`config.mk`:
```
export PLATFORM = sky130hd
export DESIGN_NAME = ddr_dqs_rcvr_cal_ctrl_flat
export DESIGN_NICKNAME = d
export VERILOG_FILES = /design/src/rtl/ddr_dqs_rcvr_cal_pkg.sv /design/src/rtl/ddr_dqs_rcvr_cal_ctrl_if.sv /design/src/rtl/ddr_dqs_rcvr_cal_fsm.sv /design/src/rtl/ddr_dqs_rcvr_cal_ctrl.sv /design/src/flat_wrapper.sv
export SDC_FILE = /design/constraint.sdc
export NUM_CORES = 1
export LEC_CHECK = 0
export CELL_PAD_IN_SITES_DETAIL_PLACEMENT = 0
export CELL_PAD_IN_SITES_GLOBAL_PLACEMENT = 2
export CORE_UTILIZATION = 30
export CTS_BUF_LIST = sky130_fd_sc_hd__clkbuf_16
export CTS_CLUSTER_DIAMETER = 80
export CTS_CLUSTER_SIZE = 14
export DETAILED_ROUTE_END_ITERATION = 6
export HOLD_SLACK_MARGIN = 0.08
export PLACE_DENSITY = 0.72
export SLEW_MARGIN = 20
export SYNTH_ARGS = -nofsm -noshare
export SYNTH_HDL_FRONTEND = slang
export SYNTH_HIERARCHICAL = 1
export SYNTH_SLANG_ARGS = --single-unit
```
`constraint.sdc`:
```
create_clock -name i_clk -period 2.4 [get_ports i_clk]
set_clock_uncertainty 0.2 [all_clocks]
set_input_delay 0.48 -clock i_clk [delete_from_list [all_inputs] [get_ports i_clk]]
set_output_delay 0.48 -clock i_clk [all_outputs]
set_load 0.02 [all_outputs]
```
`src/rtl/ddr_dqs_rcvr_cal_pkg.sv`:
```
// Shared types and helpers for the DQS receiver enable / offset-calibration controller.
package ddr_dqs_rcvr_cal_pkg;

    // Calibration sequencer states.
    typedef enum logic [1:0] {
        CAL_IDLE   = 2'd0,
        CAL_SETTLE = 2'd1,
        CAL_SAMPLE = 2'd2,
        CAL_DONE   = 2'd3
    } cal_state_e;

    // Mid-scale cal code, used at reset and for channels that never flip.
    function automatic int unsigned cal_def(input int unsigned cal_w);
        return 32'd1 << (cal_w - 1);
    endfunction

endpackage

```
`src/rtl/ddr_dqs_rcvr_cal_ctrl_if.sv`:
```
// Bus between the CSR/datapath side and the receiver controller.
//
// Handshake: there is no valid/ready pair. i_cal_start is a single-cycle
// request that is accepted only while the sequencer is idle. o_cal_busy
// covers the whole run, and o_cal_done pulses for one cycle in its last cycle.
interface ddr_dqs_rcvr_cal_ctrl_if #(
    parameter int NUM_CH   = 2,
    parameter int CAL_W    = 4,
    parameter int SETTLE_W = 6
);
    import ddr_dqs_rcvr_cal_pkg::*;

    logic [NUM_CH-1:0]       i_ie;
    logic                    i_sw_ovr;
    logic                    i_sw_en;
    logic                    i_cal_start;
    logic [SETTLE_W-1:0]     i_settle_cycles;
    logic [NUM_CH-1:0]       i_rcvr_out;

    logic [NUM_CH-1:0]       o_ena;
    logic                    o_rxcal_ena;
    logic [NUM_CH*CAL_W-1:0] o_cal_code;
    logic                    o_cal_busy;
    logic                    o_cal_done;
    logic [NUM_CH-1:0]       o_cal_err;
    cal_state_e              o_cal_state;  // debug view of the sequencer state

    modport master (
        output i_ie, i_sw_ovr, i_sw_en, i_cal_start, i_settle_cycles, i_rcvr_out,
        input  o_ena, o_rxcal_ena, o_cal_code, o_cal_busy, o_cal_done, o_cal_err, o_cal_state
    );

    modport slave (
        input  i_ie, i_sw_ovr, i_sw_en, i_cal_start, i_settle_cycles, i_rcvr_out,
        output o_ena, o_rxcal_ena, o_cal_code, o_cal_busy, o_cal_done, o_cal_err, o_cal_state
    );

endinterface

```
`src/rtl/ddr_dqs_rcvr_cal_fsm.sv`:
```
// Calibration sequencer: walks the step code upward from 0 and holds each
// code for a programmable settle time before one sample cycle.
module ddr_dqs_rcvr_cal_fsm
    import ddr_dqs_rcvr_cal_pkg::*;
#(
    parameter int CAL_W    = 4,
    parameter int SETTLE_W = 6
) (
    input  logic                clk_i,
    input  logic                rst_i,
    input  logic                start_i,
    input  logic [SETTLE_W-1:0] settle_i,
    input  logic                all_found_i,
    output cal_state_e          state_o,
    output logic [CAL_W-1:0]    step_o,
    output logic                accept_o,
    output logic                busy_next_o,
    output logic                busy_o,
    output logic                rxcal_o,
    output logic                done_o
);

    cal_state_e          state_q;
    logic [SETTLE_W-1:0] cnt_q;
    logic [SETTLE_W-1:0] settle_q;
    logic [CAL_W-1:0]    step_q;
    logic                busy_q;
    logic                rxcal_q;
    logic                done_q;

    // The start request is only honoured from idle.
    assign accept_o = (state_q == CAL_IDLE) && start_i;

    // Busy in the next cycle; lets the enable register line up with busy.
    assign busy_next_o = accept_o || (state_q == CAL_SETTLE) || (state_q == CAL_SAMPLE);

    // Sequencer state, settle counter, step code and registered status outputs.
    always_ff @(posedge clk_i or posedge rst_i) begin
        if (rst_i) begin
            state_q  <= CAL_IDLE;
            cnt_q    <= '0;
            settle_q <= '0;
            step_q   <= '0;
            busy_q   <= 1'b0;
            rxcal_q  <= 1'b0;
            done_q   <= 1'b0;
        end else begin
            done_q <= 1'b0;
            case (state_q)
                CAL_IDLE: begin
                    if (start_i) begin
                        state_q  <= CAL_SETTLE;
                        step_q   <= '0;
                        cnt_q    <= settle_i;
                        settle_q <= settle_i;
                        busy_q   <= 1'b1;
                        rxcal_q  <= 1'b1;
                    end
                end
                CAL_SETTLE: begin
                    if (cnt_q == '0) begin
                        state_q <= CAL_SAMPLE;
                    end else begin
                        cnt_q <= cnt_q - 1'b1;
                    end
                end
                CAL_SAMPLE: begin
                    // Terminal check precedes the increment so the code never wraps.
                    if (all_found_i || (step_q == '1)) begin
                        state_q <= CAL_DONE;
                        done_q  <= 1'b1;
                    end else begin
                        step_q  <= step_q + 1'b1;
                        cnt_q   <= settle_q;
                        state_q <= CAL_SETTLE;
                    end
                end
                CAL_DONE: begin
                    state_q <= CAL_IDLE;
                    busy_q  <= 1'b0;
                    rxcal_q <= 1'b0;
                end
                default: begin
                    state_q <= CAL_IDLE;
                    busy_q  <= 1'b0;
                    rxcal_q <= 1'b0;
                end
            endcase
        end
    end

    assign state_o = state_q;
    assign step_o  = step_q;
    assign busy_o  = busy_q;
    assign rxcal_o = rxcal_q;
    assign done_o  = done_q;

endmodule

```
`src/rtl/ddr_dqs_rcvr_cal_ctrl.sv`:
```
// Multi-channel DQS receiver controller: registered enable muxing plus an
// offset-calibration sweep that latches each channel's first flip code.
module ddr_dqs_rcvr_cal_ctrl
    import ddr_dqs_rcvr_cal_pkg::*;
#(
    parameter int NUM_CH   = 2,
    parameter int CAL_W    = 4,
    parameter int SETTLE_W = 6
) (
    input  logic                   i_clk,
    input  logic                   i_rst,
    ddr_dqs_rcvr_cal_ctrl_if.slave bus
);

    localparam logic [CAL_W-1:0] CAL_DEF = CAL_W'(cal_def(CAL_W));

    cal_state_e              state;
    logic [CAL_W-1:0]        step;
    logic                    accept;
    logic                    busy_next;
    logic                    busy;
    logic                    rxcal;
    logic                    done;
    logic                    sample;
    logic                    in_done;
    logic                    all_found;
    logic                    ref_valid_q;
    logic [NUM_CH-1:0]       ena_q;
    logic [NUM_CH-1:0]       found_v;
    logic [NUM_CH-1:0]       hit_v;
    logic [NUM_CH-1:0]       err_v;
    logic [NUM_CH*CAL_W-1:0] code_v;

    ddr_dqs_rcvr_cal_fsm #(
        .CAL_W    (CAL_W),
        .SETTLE_W (SETTLE_W)
    ) u_fsm (
        .clk_i       (i_clk),
        .rst_i       (i_rst),
        .start_i     (bus.i_cal_start),
        .settle_i    (bus.i_settle_cycles),
        .all_found_i (all_found),
        .state_o     (state),
        .step_o      (step),
        .accept_o    (accept),
        .busy_next_o (busy_next),
        .busy_o      (busy),
        .rxcal_o     (rxcal),
        .done_o      (done)
    );

    assign sample  = (state == CAL_SAMPLE);
    assign in_done = (state == CAL_DONE);

    // A channel counts as found if it already was, or flips in this sample.
    assign all_found = &(found_v | hit_v);

    // Receiver enable: forced on for the whole calibration, otherwise IE/override mux.
    always_ff @(posedge i_clk or posedge i_rst) begin
        if (i_rst) begin
            ena_q <= '0;
        end else if (busy_next) begin
            ena_q <= '1;
        end else if (bus.i_sw_ovr) begin
            ena_q <= {NUM_CH{bus.i_sw_en}};
        end else begin
            ena_q <= bus.i_ie | {NUM_CH{bus.i_sw_en}};
        end
    end

    // The first sample (code 0) only captures the reference comparator level.
    always_ff @(posedge i_clk or posedge i_rst) begin
        if (i_rst) begin
            ref_valid_q <= 1'b0;
        end else if (accept) begin
            ref_valid_q <= 1'b0;
        end else if (sample) begin
            ref_valid_q <= 1'b1;
        end
    end

    for (genvar ch = 0; ch < NUM_CH; ch++) begin : g_ch
        logic             found_q;
        logic             ref_q;
        logic             err_q;
        logic [CAL_W-1:0] result_q;

        assign hit_v[ch] = ref_valid_q && !found_q && (bus.i_rcvr_out[ch] != ref_q);

        // Per-channel reference, found flag, latched result and sticky error.
        always_ff @(posedge i_clk or posedge i_rst) begin
            if (i_rst) begin
                found_q  <= 1'b0;
                ref_q    <= 1'b0;
                err_q    <= 1'b0;
                result_q <= CAL_DEF;
            end else if (accept) begin
                found_q <= 1'b0;
                ref_q   <= 1'b0;
                err_q   <= 1'b0;
            end else if (sample) begin
                if (!ref_valid_q) begin
                    ref_q <= bus.i_rcvr_out[ch];
                end else if (hit_v[ch]) begin
                    found_q  <= 1'b1;
                    result_q <= step;
                end
            end else if (in_done && !found_q) begin
                err_q    <= 1'b1;
                result_q <= CAL_DEF;
            end
        end

        assign found_v[ch] = found_q;
        assign err_v[ch]   = err_q;
        assign code_v[ch*CAL_W +: CAL_W] = rxcal ? step : result_q;
    end

    assign bus.o_ena       = ena_q;
    assign bus.o_rxcal_ena = rxcal;
    assign bus.o_cal_code  = code_v;
    assign bus.o_cal_busy  = busy;
    assign bus.o_cal_done  = done;
    assign bus.o_cal_err   = err_v;
    assign bus.o_cal_state = state;

endmodule

```
`src/flat_wrapper.sv`:
```
// flat-port wrapper written by rule: the top's interface ports become plain ports
module ddr_dqs_rcvr_cal_ctrl_flat import ddr_dqs_rcvr_cal_pkg::*;
#(
    parameter int NUM_CH   = 2,
    parameter int CAL_W    = 4,
    parameter int SETTLE_W = 6
)
  (i_clk, i_rst, bus_i_ie, bus_i_sw_ovr, bus_i_sw_en, bus_i_cal_start, bus_i_settle_cycles, bus_i_rcvr_out, bus_o_ena, bus_o_rxcal_ena, bus_o_cal_code, bus_o_cal_busy, bus_o_cal_done, bus_o_cal_err, bus_o_cal_state);
  ddr_dqs_rcvr_cal_ctrl_if #(.NUM_CH(NUM_CH), .CAL_W(CAL_W), .SETTLE_W(SETTLE_W)) bus_i ();
  input  logic i_clk;
  input  logic i_rst;
  input wire logic [$bits(bus_i.i_ie)-1:0] bus_i_ie;
  input wire logic [$bits(bus_i.i_sw_ovr)-1:0] bus_i_sw_ovr;
  input wire logic [$bits(bus_i.i_sw_en)-1:0] bus_i_sw_en;
  input wire logic [$bits(bus_i.i_cal_start)-1:0] bus_i_cal_start;
  input wire logic [$bits(bus_i.i_settle_cycles)-1:0] bus_i_settle_cycles;
  input wire logic [$bits(bus_i.i_rcvr_out)-1:0] bus_i_rcvr_out;
  output wire logic [$bits(bus_i.o_ena)-1:0] bus_o_ena;
  output wire logic [$bits(bus_i.o_rxcal_ena)-1:0] bus_o_rxcal_ena;
  output wire logic [$bits(bus_i.o_cal_code)-1:0] bus_o_cal_code;
  output wire logic [$bits(bus_i.o_cal_busy)-1:0] bus_o_cal_busy;
  output wire logic [$bits(bus_i.o_cal_done)-1:0] bus_o_cal_done;
  output wire logic [$bits(bus_i.o_cal_err)-1:0] bus_o_cal_err;
  output wire logic [$bits(bus_i.o_cal_state)-1:0] bus_o_cal_state;
  assign bus_i.i_ie = bus_i_ie;
  assign bus_i.i_sw_ovr = bus_i_sw_ovr;
  assign bus_i.i_sw_en = bus_i_sw_en;
  assign bus_i.i_cal_start = bus_i_cal_start;
  assign bus_i.i_settle_cycles = bus_i_settle_cycles;
  assign bus_i.i_rcvr_out = bus_i_rcvr_out;
  assign bus_o_ena = bus_i.o_ena;
  assign bus_o_rxcal_ena = bus_i.o_rxcal_ena;
  assign bus_o_cal_code = bus_i.o_cal_code;
  assign bus_o_cal_busy = bus_i.o_cal_busy;
  assign bus_o_cal_done = bus_i.o_cal_done;
  assign bus_o_cal_err = bus_i.o_cal_err;
  assign bus_o_cal_state = bus_i.o_cal_state;
  ddr_dqs_rcvr_cal_ctrl #(.NUM_CH(NUM_CH), .CAL_W(CAL_W), .SETTLE_W(SETTLE_W)) u_core (.i_clk(i_clk), .i_rst(i_rst), .bus(bus_i));
endmodule
```
==> impl_results.md, run 1 <==
* Vias in the first global route at roughly 1,700
* Die Span Y at a little under 90 um
* Num Clock Sinks at 37
* Worst-Skew Late Latency at 0.27 ns
* Worst-margin pin slew at 0.563 ns
* Fin area at roughly 2800 um2
* Setup violators final at 0
* Yosys reg bits at 37
* NetSw at around 1.6 mW
* Port buffer count at 31
* Layout net count at 296
* GR Util met2 at 22.3%
* # DRC at 0
* CTS tree: built
* GRT Util Overall at approximately 15%
* Max-slew violations at 0
* Post-Syn Area at roughly 2200 um2
* Clk root buf: clkbuf_16
* Seq pwr share at 28.6%
* Internal power at 2.34 mW
* FMAX at 437 MHz
* Ys async rst share at 100%
* Ys flop type: dfrtp_1
* Post-synth top cells: dfrtp_1, inv_1, nand2_1
* Placed insts at between 300 and 400
* Num ports at 32
* DR vias at approximately 1,800
* Syn_area_per_cell at roughly 9.5 um2
* Crit path cell chain: inv_1 > o21ai_0 > clkdlybuf4s50_1
* LEAKAGE at about 1.3 nW
* Clk network pwr share at ~15%
* Starting Density at a little under a third
* Area grow syn2layout at 30.1%
* Final non-filler cell total at about 370
* Critical path launch point type: flop
* Placer Congestion at between 0.7 and 0.8
* Period utilization at between 90% and 100%
* DRT iter0 DRCs at 105
* Via-to-Cell Ratio at between 4 and 5
* WS Path Type: reg2out
* Seq/Total Area, Yosys at 42.7%
* Largest net degree at the start of global routing at 21
* Tot Pwr at between 3 and 4 mW
* Die ar. at ~7600 um2
* CP arrival at approximately 1.6 ns
* Syn_nets at about 250
* Synth area leader: dfrtp_1
* Cells after synthesis at between 200 and 250
* Combinational fraction of design power at between 50% and 60%
* H-tree depth at 2
* Buffer depth of the longest clock path at 2
* PwrDens at approximately 1400 nW/um2
* Clock-pin slew on the worst setup and hold paths at approximately 0.06 ns
* EDFF count, synth at 0
* Drt first pass iters at 4
* Avg WL per Cell at between 10 and 15 um
* CP max stage cell: clkdlybuf4s50_1
* Reg2Reg Depth at 7
* Hold depth at 2
* Crit. End Element: output port
* Antenna violations before repair at 0
* Core area at between 6000 and 7000 um2
* Final Hold Slack at 0.294 ns
* Count leader, synth: dfrtp_1
* Final wirelength at 5.27 mm
* Final ANT Viol Nets at 0
* First-pass GRT wire length at roughly 8.9 mm
* Synth area leaders: dfrtp_1, inv_1, o21ai_0
* Placed wire-length estimate at around 3.7 mm
* RSZ-0062 raised after global routing: no
* Busiest grt layer: met1
* Slowest stage delay, CP at 0.62 ns
* Dpl cell area at roughly 2700 um2
* Total CTS buffers at 5
* Fin util at between 40% and 50%
* Minimum clock period at roughly 2.3 ns
* Sw Share at a little over 40%
* Crit path max fanout at 2
* Synth top area share at 40.3%
* Rel. slew slack at 62.1%
* Max Cap Viol at 0
* Fillcell total at roughly 720
* Antenna Cells at 0
* Row count at 30
* Share of cells above drive strength 1 at between 10% and 20%
* Chip width at just under 90 um
* Synth cell types at ~50
* Final Hold Vio Count at 0
* Ys Warns at 6
* Met1 Usage GRT at a little under a quarter
* Total congestion overflow at 0
* Req. time, crit path at 1.72 ns
* Peak VDD IR at between 0.3 and 0.4 mV
* Hold_buf cts at 0
* GR Util met3 at roughly 3.2%
* Status: completed
* Hold/Removal Path Class: reg2reg
==> flip-flops by register name, indices dropped and copies added, names as in the netlist, 2 cells and up <==
register and flops:
u_core/g_ch.found_q 2, u_core/u_fsm/cnt_q 6, u_core/g_ch.ref_q 2, u_core/g_ch.result_q 8
u_core/bus.o_ena 2, u_core/u_fsm/settle_q 6, u_core/g_ch.err_q 2, u_core/u_fsm/state_o 2
u_core/u_fsm/step_o 4
==> per-layer routing <==
metal	share of wire (%)	routed length, um	vias up
met5	0	0	-
met4	0.82	43	0
met3	5.1	267	2
met2	44	2320	44
met1	50	2640	872
li1	-	-	892
==> stage by stage <==
| stage | worst slack [ns] | TNS (ns) |
|---|---|---|
| 2_1_floorplan | 0.00873 | 0 |
| 3_3_place_gp | -0.238 | -1.14 |
| 3_5_place_dp | -0.258 | -1.36 |
| 4_1_cts | 0.0280 | 0 |
| 5_1_grt | 0.00489 | 0 |
| 6_report | 0.110 | 0 |
==> worst max-delay path, delay by kind of cell, from the launching register on <==
kind	cells	cell delay (ns)
AO/OA/AOI/OAI	1	0.13
buffers and inverters	2	0.68
flip-flops	1	0.53
==> cell usage in the layout, fill, tap and decap left out, types with 5 or more instances in the layout <==
cell,instances
dfrtp_1,34
clkdlybuf4s50_1,29
o21ai_0,18
nand2_1,20
buf_4,18
inv_1,31
clkbuf_16,5
a21oi_1,7
ha_1,7
nor2_1,18
nand3_1,9
mux2_2,5
==> power by group through the flow <==
stage	clock, mW	combinational (mW)	sequential [mW]
after global placement	0	2.20	1.14
final	0.610	2.23	1.14
after floorplan	0	1.51	1.13
after global routing	0.655	2.47	1.19
after CTS	0.632	2.23	1.14
after detailed placement	0	2.21	1.14
==> kinds of logic (layout without fill, tap and decap cells) <==
kind of cell,after synthesis,in the layout,synth area share (%)
AO/OA/AOI/OAI,61,61,20.0
XOR/XNOR,4,4,2.30
adder cells (fa/ha/maj),7,7,4.03
buffers and inverters,39,85,7.83
flip-flops,37,37,42.7
multiplexers,12,12,6.51
AND/OR/NAND/NOR,69,69,16.5
==> cell type report <==
class / count / area (um2) / area share [%]
flip-flops and latches: 37 / 930 / 32.9
inverters: 28 / 105 / 3.72
well taps: 96 / 120 / 4.25
clock inverters: 3 / 11.3 / 0.399
multi-input cells: 153 / 1080 / 38.4
clock buffers: 5 / 125 / 4.43
repair buffers: 49 / 450 / 15.9
==> final timing paths <==
| path | start | end | slack (ns) |
|---|---|---|---|
| worst max-delay path | u_core/g_ch[1].result_q[3] | bus_o_cal_code[7] | 0.11 |
| worst min-delay path | u_core/u_fsm/settle_q[4] | u_core/u_fsm/settle_q[4] | 0.29 |
| worst max register to register | u_core/g_ch[1].ref_q | u_core/u_fsm/cnt_q[2] | 0.31 |
| worst min register to register | u_core/u_fsm/settle_q[4] | u_core/u_fsm/settle_q[4] | 0.29 |
| max in group asynchronous | i_rst | u_core/u_fsm/rxcal_o | 1.39 |
| min in group asynchronous | i_rst | u_core/bus.o_ena[0] | 0.35 |
==> what timing repair did <==
item	CTS	global route
setup endpoints to repair	8	7
setup buffers	0	1
pin swaps	0	2
gates resized for setup	1	4
No activity file was read; power rests on OpenSTA's default activity.
==> inputs of run 2 (changes only) <==
- SLEW_MARGIN: 20 -> default
==> results of run 2 <==
The final DEF is identical to that of run 1; final timing and power are the same.
==> inputs of run 3 (changes only) <==
- CORE_MARGIN: default -> 10
==> impl_results.md, run 3 (synthesis results as in run 1) <==
* Status: completed
* Clock-pin slew on the worst setup and hold paths at 0.06 ns (about the same)
* Crit. End Element: output port
* Dpl cell area at 2660 um2 (-0.28%)
* PwrDens at 1410 nW/um2 (+0.16%)
* Critical path launch point type: flop
* CP arrival at 1.62 ns (about the same)
* Period utilization at 96.0% (+0.55 points)
* Final Hold Vio Count at 0 (unchanged)
* Placed wire-length estimate at 3.98 mm (+6.7%)
* Die Span Y at 105 um (+21%)
* Final ANT Viol Nets at 0 (unchanged)
* Minimum clock period at 2.30 ns (+0.0131 ns)
* Final non-filler cell total at 371 (unchanged)
* WS Path Type: reg2out
* Reg with most FFs: u_core/g_ch.result_q
* DR vias at 1,741 (-3.8%)
* CTS tree: built
* LEAKAGE at 1.26 nW (-0.71%)
* Final wirelength at 5.40 mm (+2.4%)
* Buffer depth of the longest clock path at 2 (unchanged)
* H-tree depth at 2 (unchanged)
* Via-to-Cell Ratio at 4.69 (-3.8%)
* Area grow syn2layout at 29.9%
* Port buffer count at 31 (unchanged)
* Share of cells above drive strength 1 at 18.9% (+0.36 points)
* Avg WL per Cell at 14.5 um (+2.4%)
* Row count at 30 (unchanged)
* Req. time, crit path at 1.72 ns (about the same)
* Worst-margin pin slew at 0.586 ns (+0.0232 ns)
* Total congestion overflow at 0 (unchanged)
* First-pass GRT wire length at 8.90 mm (+0.47%)
* Setup WS post-layout at 0.0970 ns (-0.0131 ns)
* Largest register FFs at 8 (unchanged)
* Place WS at -0.249 ns (+0.00951 ns)
* Chip width at 105 um (+21%)
* Core area at 6910 um2 (unchanged)
* Placed insts at 361 (-0.28%)
* FMAX at 434 MHz (-0.57%)
* # DRC at 0 (unchanged)
* Crit path max fanout at 2 (unchanged)
* Antenna Cells at 0 (unchanged)
* Total CTS buffers at 5 (unchanged)
* Setup violators final at 0 (unchanged)
* Worst-Skew Late Latency at 0.28 ns (about the same)
* GRT Util Overall at 9.91% (-5.6 points)
* Antenna violations before repair at 0 (unchanged)
* Largest regs: u_core/g_ch.result_q (8), u_core/u_fsm/cnt_q (6), u_core/u_fsm/settle_q (6)
* DRT iter0 DRCs at 66 (-37%)
* Layout net count at 296 (unchanged)
* Largest net degree at the start of global routing at 21 (unchanged)
* Num ports at 32 (unchanged)
* Starting Density at 31.4% (unchanged)
* Drt first pass iters at 4 (unchanged)
* Clk root buf: clkbuf_16
* Hold/Removal Path Class: reg2reg
* Peak VDD IR at 0.431 mV (+14%)
* Placer Congestion at 0.749 (-2.2%)
* Num Clock Sinks at 37 (unchanged)
* Final Hold Slack at 0.295 ns (+0.00115 ns)
* Commonest non-fill, non-tap cell in the layout: dfrtp_1
* Max-slew violations at 0 (unchanged)
* Rel. slew slack at 60.6% (-1.6 points)
* RSZ-0062 raised after global routing: no
* Die ar. at 11,000 um2 (+46%)
* Vias in the first global route at 1,747 (+0.34%)
* Max Cap Viol at 0 (unchanged)
* Fin area at 2820 um2 (-0.13%)
* Commonest non-fill, non-tap cells in the layout: dfrtp_1, clkdlybuf4s50_1, inv_1, nand2_1
-- run 3: cell types whose count changed in the layout (fill, tap and decap cells not counted), sizes merged --
cell      before  now
clkinv         0    2
inv           31   28
clkinvlp       0    1
-- run 3: worst max-delay path, stage by stage (launching register included) --
cell and delay, ns:
dfstp_2 0.53, inv_1 0.05, o21ai_0 0.14, clkdlybuf4s50_1 0.62
-- run 3: metal layers --
metal / vias up / wire, um / track usage, %
met5: - / 0 / 0
met4: 0 / 92 / 4.71
met3: 5 / 255 / 2.76
met2: 33 / 2320 / 14.1
met1: 812 / 2730 / 13.4
li1: 891 / - / -
-- run 3: power by group --
group,internal [mW],switching [mW],total [mW],leakage [nW]
logic,1.05,1.16,2.21,0.747
clock network,0.380,0.255,0.635,0.0696
registers,0.911,0.227,1.14,0.443
-- run 3: worst paths after layout --
kind	start	end	slack, ns	cells past startpoint
setup / recovery	u_core/g_ch[0].result_q[3]	bus_o_cal_code[3]	0.1	3
hold / removal	u_core/g_ch[0].result_q[3]	u_core/g_ch[0].result_q[3]	0.30	2
setup reg to reg	u_core/g_ch[0].ref_q	u_core/u_fsm/cnt_q[2]	0.29	7
hold reg to reg	u_core/g_ch[0].result_q[3]	u_core/g_ch[0].result_q[3]	0.30	2
max in group asynchronous	i_rst	u_core/u_fsm/rxcal_o	1.40	3
min in group asynchronous	i_rst	u_core/bus.o_ena[1]	0.33	3
-- run 3: final cells by class --
type	instances	area, um2
Fill cell	703	4090
Tap cell	96	120
Clock buffer	5	125
Multi-Input combinational cell	153	1070
Inverter	28	105
Timing Repair Buffer	49	450
Sequential cell	37	930
Clock inverter	3	17.5
-- run 3: metrics by stage --
step | utilization [%] | setup TNS (ns) | power [mW]
5_1_grt | 40.9 | 0 | 4.31
3_3_place_gp | 38.5 | -1.29 | 3.35
4_1_cts | 40.6 | 0 | 4.00
6_report | 40.9 | 0 | 3.98
2_1_floorplan | - | 0 | 2.64
3_5_place_dp | 38.5 | -1.30 | 3.35
-- run 3: timing repair --
action / in CTS / in global routing
setup endpoints to repair: 8 / 4
gates resized for setup: 1 / 2
buffers inserted: 0 / 2
cloned: 0 / 0
pin swaps: 0 / 2
hold buffers: 0 / 0
